**config.mk**
```make
export PLATFORM = sky130hd
export DESIGN_NAME = fifo_burst_reader
export DESIGN_NICKNAME = d
export VERILOG_FILES = /design/src/rtl/fifo_burst_reader.sv
export SDC_FILE = /design/constraint.sdc
export NUM_CORES = 1
export LEC_CHECK = 0
export ABC_AREA = 0
export CORE_AREA = 2 2 84 86
export CTS_BUF_LIST = sky130_fd_sc_hd__clkbuf_8
export CTS_CLUSTER_SIZE = 14
export DETAILED_ROUTE_END_ITERATION = 16
export DIE_AREA = 0 0 86 88
export GPL_TIMING_DRIVEN = 0
export SLEW_MARGIN = 40
export SYNTH_ARGS = -nofsm -noshare
export SYNTH_HDL_FRONTEND = slang
export SYNTH_SLANG_ARGS = --single-unit
export TNS_END_PERCENT = 100
```
**constraint.sdc**
```tcl
create_clock -name clk -period 8.3 [get_ports clk]
set_input_delay 2.075 -clock clk [delete_from_list [all_inputs] [get_ports clk]]
set_output_delay 2.075 -clock clk [all_outputs]
set_load 0.05 [all_outputs]
```
**src/rtl/fifo_burst_reader.sv**
```systemverilog
// Read-side burst controller for the 64-deep synchronous FIFO. It drains the FIFO in
// bursts and presents the words on a valid/ready stream through a 2-entry skid buffer.
module fifo_burst_reader #(
   parameter int DW      = 8,
   parameter int CW      = 8,
   parameter int BURST   = 16,
   parameter int TIMEOUT = 255
) (
   input  logic          clk,
   input  logic          rst,
   input  logic          fifo_empty,
   input  logic [CW-1:0] fifo_count,
   output logic          fifo_rd_en,
   input  logic [DW-1:0] fifo_dout,
   output logic [DW-1:0] m_data,
   output logic          m_valid,
   input  logic          m_ready,
   output logic          m_last,
   output logic          busy
);

   localparam logic [1:0] S_IDLE  = 2'd0;
   localparam logic [1:0] S_BURST = 2'd1;
   localparam logic [1:0] S_DRAIN = 2'd2;

   logic [1:0]    state;
   logic [5:0]    remain;
   logic [7:0]    timer;
   logic          inflight;
   logic          inflight_last;
   logic [1:0]    occ;
   logic [DW-1:0] d0, d1;
   logic          l0, l1;

   logic          pop;
   logic          push;
   logic [2:0]    level;
   logic          start_full;
   logic          start_timeout;

   assign pop  = m_valid && m_ready;
   assign push = inflight;

   // Words the skid buffer will hold after this cycle if nothing new is issued;
   // counting pop lets reads resume in the same cycle m_ready returns.
   assign level = {1'b0, occ} + {2'b00, inflight} - {2'b00, pop};

   assign fifo_rd_en    = (state == S_BURST) && !fifo_empty && (remain != 6'd0) && (level < 3'd2);
   assign start_full    = fifo_count >= CW'(BURST);
   assign start_timeout = (fifo_count != '0) && (timer == 8'(TIMEOUT));

   assign m_valid = occ != 2'd0;
   assign m_data  = d0;
   assign m_last  = l0 && m_valid;
   assign busy    = state != S_IDLE;

   // NOTE: sequential state is assigned with <= so every register samples the
   // pre-edge values; blocking assignments here would chain updates within a cycle.
   always_ff @(posedge clk or posedge rst) begin
      if (rst) begin
         state  <= S_IDLE;
         remain <= 6'd0;
         timer  <= 8'd0;
      end else begin
         case (state)
            S_IDLE: begin
               if (start_full) begin
                  state  <= S_BURST;
                  remain <= 6'(BURST);
                  timer  <= 8'd0;
               end else if (start_timeout) begin
                  state  <= S_BURST;
                  remain <= 6'(fifo_count);
                  timer  <= 8'd0;
               end else if (fifo_count == '0) begin
                  timer <= 8'd0;
               end else if (timer != 8'hFF) begin
                  timer <= timer + 8'd1;
               end
            end
            S_BURST: begin
               if (fifo_rd_en) begin
                  remain <= remain - 6'd1;
                  if (remain == 6'd1) state <= S_DRAIN;
               end
            end
            S_DRAIN: begin
               if (pop && m_last) state <= S_IDLE;
            end
            default: state <= S_IDLE;
         endcase
      end
   end

   always_ff @(posedge clk or posedge rst) begin
      if (rst) begin
         inflight      <= 1'b0;
         inflight_last <= 1'b0;
      end else begin
         inflight      <= fifo_rd_en;
         inflight_last <= fifo_rd_en && (remain == 6'd1);
      end
   end

   // NOTE: the buffer data registers are reset as well because m_data must read
   // zero out of reset; a plain storage array would normally be left unreset.
   always_ff @(posedge clk or posedge rst) begin
      if (rst) begin
         occ <= 2'd0;
         d0  <= '0;
         d1  <= '0;
         l0  <= 1'b0;
         l1  <= 1'b0;
      end else begin
         case ({push, pop})
            2'b10: begin
               if (occ == 2'd0) begin
                  d0 <= fifo_dout;
                  l0 <= inflight_last;
               end else begin
                  d1 <= fifo_dout;
                  l1 <= inflight_last;
               end
               occ <= occ + 2'd1;
            end
            2'b01: begin
               d0  <= d1;
               l0  <= l1;
               l1  <= 1'b0;
               occ <= occ - 2'd1;
            end
            2'b11: begin
               if (occ == 2'd1) begin
                  d0 <= fifo_dout;
                  l0 <= inflight_last;
               end else begin
                  d0 <= d1;
                  l0 <= l1;
                  d1 <= fifo_dout;
                  l1 <= inflight_last;
               end
            end
            default: ;
         endcase
      end
   end

endmodule

```
==> impl_metrics.env, run 1 <==
export IMPL_status="finished, final reports clean"
export IMPL_cpPeakStageDelay_ns=0.81
export IMPL_timing_critical_path_slowest_stage_cell="clkdlybuf4s50_1"
export IMPL_dr_pass1_iters=4
export IMPL_setup_slack_ns=1.25
export IMPL_rows=30
export IMPL_yosysWarnings=0
export IMPL_clkLatencyLatePin_ns=0.30
export IMPL_fin_crit_sh=0.850
export IMPL_fin_crit_ns=7.05
export IMPL_cp_arrival_ns=4.98
export IMPL_grt_max_degree=39
export IMPL_dp_hpwl_um=2980
export IMPL_gr_total_overflow=0
export IMPL_track_usage=0.124
export IMPL_rsz0062_at_grt="false"
export IMPL_die_height_um=88
export IMPL_relSlewSlack=0.586
export IMPL_path_max_fanout=5
export IMPL_critical_path_required_ns=6.23
export IMPL_synth_flop_cell="dfrtp_1"
export IMPL_min_path_type="reg2reg"
export IMPL_crit_path_start_kind="primary input"
export IMPL_avgRoutedWirePerCell_um=13.5
export IMPL_numPortBuffers=31
export IMPL_clockBufferDepth=2
export IMPL_cp_common_cell="clkdlybuf4s50_1"
export IMPL_syn_nets=229
export IMPL_final_util=0.395
export IMPL_max_slew_worst_pin_slew_ns=0.609
export IMPL_ys_async_sr_fraction=1.00
export IMPL_vias_per_cell=5.06
export IMPL_cts_tree="done"
export IMPL_path_cells="clkdlybuf4s50_1, nand2_1, nor2_1, o21ai_0, fa_1, nand2b_1, a2111o_1, inv_2, clkdlybuf4s50_1"
export IMPL_totalWireLength_um=4280
export IMPL_nNetsFinal=267
export IMPL_pin_count=32
export IMPL_cts_sinks=38
export IMPL_dpl_worst_slack_ns=1.26
export IMPL_syn_area_sq_um=2070
export IMPL_synth_cells=199
export IMPL_ir_worst_vdd_mv=0.156
export IMPL_criticalPathCategory="in2out"
export IMPL_place_gp_congestion=0.813
export IMPL_end_kind="primary output"
export IMPL_syn_area_per_cell_sq_um=10.4
export IMPL_coreArea_sq_um=6640
export IMPL_clkSlewWorstSetupHoldPaths_ns=0.08
export IMPL_ys_ff_latch=38
export IMPL_powerDensity_nw_per_um2=322
export IMPL_syn2layout_area_growth_pct=26.6
export IMPL_drc=0
export IMPL_n_antenna_cell=0
export IMPL_die_w_um=86
export IMPL_cts_htree_levels=2
export IMPL_grt_antenna_before_repair=0
export IMPL_floorplan_initialDensity=0.312
export IMPL_tns_ns=0
export IMPL_yosysUniqueCellTypes=52
export IMPL_leakagePower_nw=1.13
export IMPL_clock_skew_ns=0.00679
export IMPL_synth_edf_count=0
export IMPL_cts_root_buf="clkbuf_8"
export IMPL_seq_area_frac_synth=0.459
export IMPL_grt_pass1_vias=1642
export IMPL_dieArea_sq_um=7570
export IMPL_post_cts_resized=0
export IMPL_timing_fmax_mhz=142
export IMPL_slew_viol_final=0
export IMPL_drt_iter0_drc=39
export IMPL_postCtsSetupRepairBufs=0
export IMPL_fillerInstances=642
export IMPL_setup_violations_final=0
export IMPL_hold_viol=0
export IMPL_cts_buffers=5
export IMPL_num_vias=1608
export IMPL_max_cap_viol_count=0
export IMPL_cts_hold_buffers=0
export IMPL_ant_nets=0
export IMPL_grt_pass1_wl_um=7520
export IMPL_drive_above_1_share=0.147
cells by family (layout without fill, tap and decap cells):
kind of cell    after synthesis  after routing  synth area share
flops                        38             38             0.459
simple gates                 62             62             0.179
compound gates               56             56             0.182
fa+ha+maj                    10             10            0.0640
buf+inv                      18             57            0.0387
xor+xnor                      4              4            0.0169
mux                          11             11            0.0604
Yosys cell counts, drive strengths merged, types with 3 or more instances:
library cell  count  share of area
nand3             4         0.0097
and3              5          0.016
dfrtp            38           0.46
nor4              3          0.016
inv              13          0.024
a31oi            12          0.036
o21ai            15          0.038
a22oi            10          0.036
ha                9          0.054
mux2              9          0.049
buf               3          0.011
a21oi             6          0.015
nor2b             5          0.015
nand2            19          0.034
nor2             10          0.018
nand2b            4          0.016
per-layer routing:
| layer | global-route usage | wire (um) |
|---|---|---|
| met4 | 0.0332 | 36 |
| met1 | 0.163 | 2120 |
| met2 | 0.204 | 1890 |
| met3 | 0.0330 | 235 |
| met5 | 0 | 0 |
area by class of cell:
class | count | area [sq um] | area share
Clock inverter | 3 | 68.8 | 0.0263
Tap cell | 80 | 100 | 0.0382
Inverter | 13 | 51.3 | 0.0196
Sequential cell | 38 | 951 | 0.363
Clock buffer | 5 | 68.8 | 0.0263
Multi-Input combinational cell | 143 | 1040 | 0.397
Timing Repair Buffer | 31 | 310 | 0.118
Buffer | 5 | 31.3 | 0.0119
where the power goes:
group | leakage [nW] | switching [mW] | internal, mW
clock | 0.0683 | 0.0724 | 0.120
combinational | 0.590 | 0.219 | 0.148
sequential | 0.474 | 0.0416 | 0.243
total | 1.13 | 0.333 | 0.511
sequential cells by signal (all words and copies together) (netlist names):
signal	cells
l0	1
timer	8
d1	8
l1	1
inflight_last	1
inflight	1
m_data	8
remain	6
state	2
occ	2
per-stage QoR:
stage	area (sq um)	hold WS, ns	instances	power, mW
5_1_grt	2620	0.499	318	0.903
3_5_place_dp	2480	0.467	310	0.657
4_1_cts	2620	0.488	318	0.854
2_1_floorplan	2070	0.442	199	0.552
3_3_place_gp	2480	0.461	310	0.650
6_report	2620	0.479	318	0.844
worst max-delay path, delay by kind of cell:
family	cells	cell delay, ns
AO/OA/AOI/OAI	2	0.57
adder cells (fa/ha/maj)	1	0.49
buffers and inverters	3	1.45
AND/OR/NAND/NOR	3	0.38
placed cells by master (no fill, tap or decap), types with 2 or more instances in the layout:
| cell | instances |
|---|---|
| and3_1 | 4 |
| xnor2_1 | 2 |
| nor2b_1 | 5 |
| o221ai_1 | 2 |
| clkbuf_8 | 5 |
| clkbuf_1 | 2 |
| nor4_1 | 2 |
| a31oi_1 | 12 |
| nand3_1 | 4 |
| a22oi_1 | 10 |
| and4_1 | 2 |
| xor2_1 | 2 |
| nand4_1 | 2 |
| ha_1 | 9 |
| o21ai_1 | 2 |
| clkdlybuf4s50_1 | 31 |
| dfrtp_1 | 38 |
| inv_2 | 2 |
| inv_1 | 10 |
| nor2_1 | 10 |
| a21oi_1 | 6 |
| o21ai_0 | 12 |
| mux2_2 | 9 |
| bufinv_16 | 2 |
| nand2b_1 | 3 |
| nand2_1 | 19 |
worst paths after layout:
path,cells past startpoint,end,slack (ns),startpoint
min reg2reg,2,m_data[0],0.48,m_data[0]
max in group asynchronous,2,timer[0],5.80,rst
max,9,fifo_rd_en,1.25,m_ready
min,2,m_data[0],0.48,m_data[0]
max reg2reg,12,remain[0],5.37,occ[1]
min in group asynchronous,2,d1[7],2.15,rst
No activity file was read; power rests on OpenSTA's default activity.
==> inputs of run 2 (changes only) <==
==> constraint.sdc (replaced) <==
create_clock -name clk -period 6.35 [get_ports clk]
set_input_delay 1.5875 -clock clk [delete_from_list [all_inputs] [get_ports clk]]
set_output_delay 1.5875 -clock clk [all_outputs]
set_load 0.05 [all_outputs]
==> results of run 2 <==
Same layout as run 1 (identical final DEF). Status: finished, final reports clean.
Main changes from that run: setup slack after placement 1.26 ns -> 0.283 ns; setup slack after layout 1.25 ns -> 0.272 ns; register-to-register setup slack 5.37 ns -> 3.42 ns; total power 0.844 mW -> 1.10 mW; worst IR drop on VDD 0.156 mV -> 0.204 mV
